<file path="src/rtl/pe_interco_pkg.sv">
// Shared types and helpers for the PE-side slave arbiter.
package pe_interco_pkg;

  typedef enum logic {
    ST_IDLE   = 1'b0,
    ST_LOCKED = 1'b1
  } arb_state_t;

  function automatic int be_width(input int data_width);
    return data_width / 8;
  endfunction

endpackage

</file>
<file path="src/rtl/pe_rr_select.sv">
// Round-robin priority pick: first requesting index at or above ptr, wrapping.
module pe_rr_select #(
  parameter  int N  = 16,
  localparam int IW = (N > 1) ? $clog2(N) : 1
) (
  input  logic [N-1:0]  req,
  input  logic [IW-1:0] ptr,
  output logic [IW-1:0] idx,
  output logic          valid
);

  int            k;
  logic [IW-1:0] kk;

  // Scan from the farthest offset down so the nearest requester is written last.
  always_comb begin
    idx   = '0;
    valid = 1'b0;
    k     = 0;
    kk    = '0;
    for (int off = N - 1; off >= 0; off--) begin
      k = int'(ptr) + off;
      if (k >= N) k = k - N;
      kk = IW'(k);
      if (req[kk]) begin
        valid = 1'b1;
        idx   = kk;
      end
    end
  end

endmodule

</file>
<file path="src/rtl/pe_slave_arb.sv">
// Round-robin arbiter from N PE-side masters onto one peripheral slave port,
// with a 1-cycle registered response fan-back.
module pe_slave_arb
  import pe_interco_pkg::*;
#(
  parameter  int N_MASTER   = 16,
  parameter  int ID_WIDTH   = 16,
  parameter  int ADDR_WIDTH = 32,
  parameter  int DATA_WIDTH = 32,
  localparam int BE_WIDTH   = be_width(DATA_WIDTH),
  localparam int IW         = (N_MASTER > 1) ? $clog2(N_MASTER) : 1
) (
  input  logic                                 clk,
  input  logic                                 rst_n,
  input  logic [N_MASTER-1:0]                  data_req_i,
  input  logic [N_MASTER-1:0][ADDR_WIDTH-1:0]  data_add_i,
  input  logic [N_MASTER-1:0]                  data_wen_i,
  input  logic [N_MASTER-1:0][DATA_WIDTH-1:0]  data_wdata_i,
  input  logic [N_MASTER-1:0][BE_WIDTH-1:0]    data_be_i,
  input  logic [N_MASTER-1:0][ID_WIDTH-1:0]    data_ID_i,
  output logic [N_MASTER-1:0]                  data_gnt_o,
  output logic                                 data_req_o,
  output logic [ADDR_WIDTH-1:0]                data_add_o,
  output logic                                 data_wen_o,
  output logic [DATA_WIDTH-1:0]                data_wdata_o,
  output logic [BE_WIDTH-1:0]                  data_be_o,
  output logic [ID_WIDTH-1:0]                  data_ID_o,
  input  logic                                 data_gnt_i,
  input  logic                                 data_r_valid_i,
  input  logic [ID_WIDTH-1:0]                  data_r_ID_i,
  input  logic [DATA_WIDTH-1:0]                data_r_rdata_i,
  input  logic                                 data_r_opc_i,
  output logic [N_MASTER-1:0]                  data_r_valid_o,
  output logic [DATA_WIDTH-1:0]                data_r_rdata_o,
  output logic                                 data_r_opc_o,
  output arb_state_t                           state,
  output logic [IW-1:0]                        rr_ptr,
  output logic [IW-1:0]                        lock_idx
);

  // Handshake: a request is accepted in any cycle where data_req_o & data_gnt_i;
  // until then the winner is held (LOCKED) so the slave sees a stable request.

  logic [IW-1:0] sel_idx;
  logic          any_req;
  logic [IW-1:0] winner;
  logic [IW-1:0] ptr_next;

  pe_rr_select #(.N(N_MASTER)) u_rr_select (
    .req   (data_req_i),
    .ptr   (rr_ptr),
    .idx   (sel_idx),
    .valid (any_req)
  );

  assign winner   = (state == ST_LOCKED) ? lock_idx : sel_idx;
  assign ptr_next = (winner == IW'(N_MASTER - 1)) ? '0 : winner + IW'(1);

  // A locked master that withdraws gets no forwarded request, even if others wait.
  assign data_req_o   = (state == ST_LOCKED) ? data_req_i[lock_idx] : any_req;
  assign data_add_o   = data_add_i[winner];
  assign data_wen_o   = data_wen_i[winner];
  assign data_wdata_o = data_wdata_i[winner];
  assign data_be_o    = data_be_i[winner];
  assign data_ID_o    = data_ID_i[winner];

  always_comb begin
    data_gnt_o         = '0;
    data_gnt_o[winner] = data_gnt_i & data_req_o;
  end

  always_ff @(posedge clk) begin
    if (!rst_n) begin
      state    <= ST_IDLE;
      rr_ptr   <= '0;
      lock_idx <= '0;
    end else begin
      case (state)
        ST_IDLE: begin
          if (any_req) begin
            if (data_gnt_i) begin
              rr_ptr <= ptr_next;
            end else begin
              state    <= ST_LOCKED;
              lock_idx <= sel_idx;
            end
          end
        end
        ST_LOCKED: begin
          if (!data_req_i[lock_idx]) begin
            state <= ST_IDLE;
          end else if (data_gnt_i) begin
            state  <= ST_IDLE;
            rr_ptr <= ptr_next;
          end
        end
        default: state <= ST_IDLE;
      endcase
    end
  end

  always_ff @(posedge clk) begin
    if (!rst_n) begin
      data_r_valid_o <= '0;
      data_r_rdata_o <= '0;
      data_r_opc_o   <= 1'b0;
    end else begin
      data_r_valid_o <= data_r_valid_i ? data_r_ID_i : '0;
      if (data_r_valid_i) begin
        data_r_rdata_o <= data_r_rdata_i;
        data_r_opc_o   <= data_r_opc_i;
      end
    end
  end

  // A malformed response ID is still forwarded; flag it in simulation only.
  always @(posedge clk) begin
    if (rst_n && data_r_valid_i)
      assert ($onehot(data_r_ID_i))
      else $error("pe_slave_arb: response ID %h is not one-hot", data_r_ID_i);
  end

endmodule
</file>
<file path="config.mk">
export PLATFORM = sky130hd
export DESIGN_NAME = pe_slave_arb
export DESIGN_NICKNAME = d
export VERILOG_FILES = /design/src/rtl/pe_interco_pkg.sv /design/src/rtl/pe_rr_select.sv /design/src/rtl/pe_slave_arb.sv
export SDC_FILE = /design/constraint.sdc
export NUM_CORES = 1
export LEC_CHECK = 0
export BUFFER_PORTS_ARGS = -buffer_cell sky130_fd_sc_hd__buf_2
export CAP_MARGIN = 20
export CORE_AREA = 2 2 614 616
export DETAILED_ROUTE_END_ITERATION = 10
export DIE_AREA = 0 0 616 618
export GPL_TIMING_DRIVEN = 0
export PLACE_DENSITY = 0.3
export SETUP_SLACK_MARGIN = 0.05
export SKIP_LAST_GASP = 1
export SLEW_MARGIN = 20
export SYNTH_ARGS = -nofsm -noshare
export SYNTH_HDL_FRONTEND = slang
export SYNTH_HIERARCHICAL = 1
export SYNTH_SLANG_ARGS = --single-unit
</file>
<file path="constraint.sdc">
create_clock -name clk -period 12.4 [get_ports clk]
set_input_delay 0 -clock clk [delete_from_list [all_inputs] [get_ports clk]]
set_output_delay 0 -clock clk [all_outputs]
set_load 0.03 [all_outputs]
</file>
==> flow_summary.json <==
{
  "htree_num_levels": 3,
  "cap_violations": 0,
  "final_layout_size_suffix_gt1_share_pct": 44.2,
  "grt_pass1_vias": 35300,
  "cts_tree": "built",
  "wl_per_cell_um": 38.2,
  "yosysSeqAreaShare_pct": 5.48,
  "ios": 1589,
  "cts_buffers": 9,
  "finalSetupViolCount": 0,
  "die_h_um": 618,
  "area_growth_pct": 76.6,
  "min_from": "data_r_rdata_i[27]",
  "timing.rr.start": "rr_ptr[1]",
  "p_sw_w": 0.0108,
  "fin_hold_ws_ns": 0.0206,
  "clockBufferDepth": 2,
  "final.period_utilization_pct": 82.1,
  "dp_hpwl_mm": 328,
  "synth_edf_count": 0,
  "grt_use_met1_pct": 23.0,
  "slew-limit-headroom_pct": 10.6,
  "regToRegSetupSlack_ns": 3.55,
  "sw_frac_of_total_pct": 71.4,
  "p_int_w": 0.00432,
  "grt_use_met2_pct": 32.1,
  "yosysWarnings": 6,
  "drtAntennaViolNets": 0,
  "die_w_um": 616,
  "wirelength_mm": 371,
  "pwr-share-seq_pct": 1.5,
  "pwr_density_cell_mw_per_mm2": 404,
  "finClkSkew_ns": 0.00143,
  "power_w": 0.0151,
  "placementRows": 225,
  "worst_setup_path_end_kind": "output port",
  "drt_iter0_markers": 4019,
  "vias": 37100,
  "gr-max-usage-layer": "met2",
  "hold_class": "in2reg",
  "grt_overflow": 0,
  "synth_cells": 2889,
  "worst-path-max-fanout": 15,
  "tightest_slew_ns": 1.33,
  "criticalPathCategory": "reg2out",
  "fillCellCount": 43900,
  "hold_violations": 0,
  "setup_slack_ns": 2.22,
  "power_frac_comb_pct": 96.5,
  "timing.rr.end": "rr_ptr[3]",
  "portBuffers": 1587,
  "grt_setup_unrepaired": "no",
  "critPathRequiredTime_ns": 12.40,
  "grt_pass1_wl_mm": 448,
  "drc": 0,
  "grt_util_met3_pct": 3.48,
  "regArea_mm2": 0.00116,
  "initial_core_util_pct": 5.66,
  "clockPowerShare_pct": 2.0,
  "dp_cells": 9501,
  "vdd_drop_max_mv": 0.159,
  "outcome": "complete, no violations",
  "cts_root_buf": "clkbuf_16",
  "synth_ff_type": "dfxtp_1",
  "antenna_found_initial": 353,
  "clock.fmax_mhz": 98.3,
  "holdPathStages": 3,
  "syn_avg_cell_area_um2": 7.33,
  "layout.cells.non_filler": 9710,
  "synth-seq-cells": 58,
  "ctsResizeCount": 0,
  "drv_slew": 0,
  "yosys.cell_types.count": 67,
  "grt_max_degree": 13,
  "fp.coreArea_mm2": 0.374,
  "gr-usage-all-layers_pct": 18.6,
  "hold_end": "data_r_rdata_o[27]",
  "netlist_area_mm2": 0.0212,
  "leakage_nw": 13.6,
  "rr_worst_depth": 21,
  "fin_crit_ns": 10.18,
  "clk_pin_slew_ns": 0.07,
  "place.gp.congestion": 0.981,
  "final_nets": 6004,
  "vias_per_cell": 3.82,
  "place_ws_ns": 2.07,
  "multiInputGateArea_mm2": 0.0185,
  "dieArea_mm2": 0.381,
  "cts_num_sinks": 58,
  "critical_path_arrival_ns": 10.18,
  "dr.pass1.iters": 6,
  "synth_nets": 4329,
  "clock_latency_ns": 0.33,
  "synthArstFlopShare_pct": 0,
  "crit_path_start_kind": "register"
}
area by class of cell:
type / count / share of cell area, %
diodes: 147 / 0.984
plain buffers: 369 / 4.48
clock buffers: 9 / 0.602
clock inverters: 7 / 0.335
inverters: 16 / 0.171
multi-input cells: 2446 / 49.4
flip-flops and latches: 58 / 3.10
well taps: 4994 / 16.7
repair buffers: 1664 / 24.2
logic make-up after synthesis:
logic type / after synthesis / share of synthesized area [%]
simple gates: 928 / 19.7
mux: 295 / 26.1
fa+ha+maj: 11 / 0.650
flops: 58 / 5.48
xor+xnor: 13 / 0.733
buf+inv: 385 / 7.62
compound gates: 1199 / 39.7
synthesized netlist by cell type (85+ instances only):
cell type / count / area (um2)
a21oi_1: 106 / 531
a221oi_1: 85 / 744
a22oi_1: 86 / 646
clkbuf_1: 270 / 1010
mux4_2: 200 / 4500
nand2b_1: 93 / 582
nand3_1: 94 / 470
nor2_1: 527 / 1980
nor3_1: 98 / 490
o211ai_1: 513 / 3850
o21ai_0: 183 / 916
o31ai_1: 175 / 1310
metal layers:
metal / vias up / wire length (um)
met4: 84 / 13000
met5: - / 533
met2: 2612 / 181000
met3: 574 / 27200
li1: 15000 / -
met1: 18800 / 150000
through the flow:
stage                     setup TNS (ns)  area (um2)  util [%]
after floorplan                        0       21200         -
after CTS                              0       37000      9.89
after detailed placement               0       36200      9.68
after global placement             -6.65       35400      9.45
after global routing                   0       37200      9.95
final                                  0       37400      10.0
flip-flops by register name (all words and copies together) (netlist names):
name and flops:
rr_ptr 4, state 1, data_r_opc_o 1, data_r_rdata_o 32, lock_idx 4, data_r_valid_o 16
power groups by stage:
stage | combinational [W] | clock (W) | sequential, W
global route | 0.0153 | 0.000316 | 0.000227
global placement | 0.0145 | 0 | 0.000230
finish | 0.0146 | 0.000303 | 0.000225
detailed placement | 0.0148 | 0 | 0.000231
floorplan | 0.00696 | 0 | 0.000250
CTS | 0.0149 | 0.000307 | 0.000227
cells in the final DEF, fill, tap and decap left out, drive strengths merged, types with 94 or more instances in the layout:
cell and count:
buf 1718, nor2 527, o211ai 513, clkbuf 279, mux4 200, o21ai 186, o31ai 175, diode 147
a21oi 107, nor3 98, nand3 94, nand2b 94
worst max-delay path by stage:
| stage | startpoint | end | cells after the start | slack (ns) |
|---|---|---|---|---|
| final | rr_ptr[1] | data_wdata_o[13] | 21 | 2.22 |
| after global routing | rr_ptr[1] | data_ID_o[7] | 21 | 1.35 |
| after CTS | rr_ptr[1] | data_ID_o[7] | 23 | 1.68 |
| after detailed placement | rr_ptr[1] | data_ID_o[7] | 23 | 2.07 |
| after global placement | rr_ptr[1] | data_add_o[28] | 21 | -0.78 |
| after floorplan | rr_ptr[1] | data_gnt_o[11] | 21 | 6.55 |
what timing repair did:
item                      in CTS  in global routing
hold buffers                  45                  0
setup buffers                  0                  0
hold endpoints to repair      45                  0
critical path, cell delays in order, from the launching register on:
cell and delay [ns]:
dfxtp_1 0.67, clkbuf_1 0.53, clkbuf_1 0.53, inv_1 0.39, ha_1 0.39, buf_2 0.24
mux4_2 0.60, mux2i_1 0.50, mux2i_1 0.42, a21oi_1 0.21, o21ai_0 0.11, a211oi_1 0.27
o211a_1 0.19, clkbuf_4 0.42, mux2i_1 0.36, inv_4 0.53, buf_4 0.70, clkbuf_1 0.65
mux4_2 0.40, a22oi_1 0.82, o211ai_1 0.41, buf_2 0.31
Power figures use the tool's default switching activity.
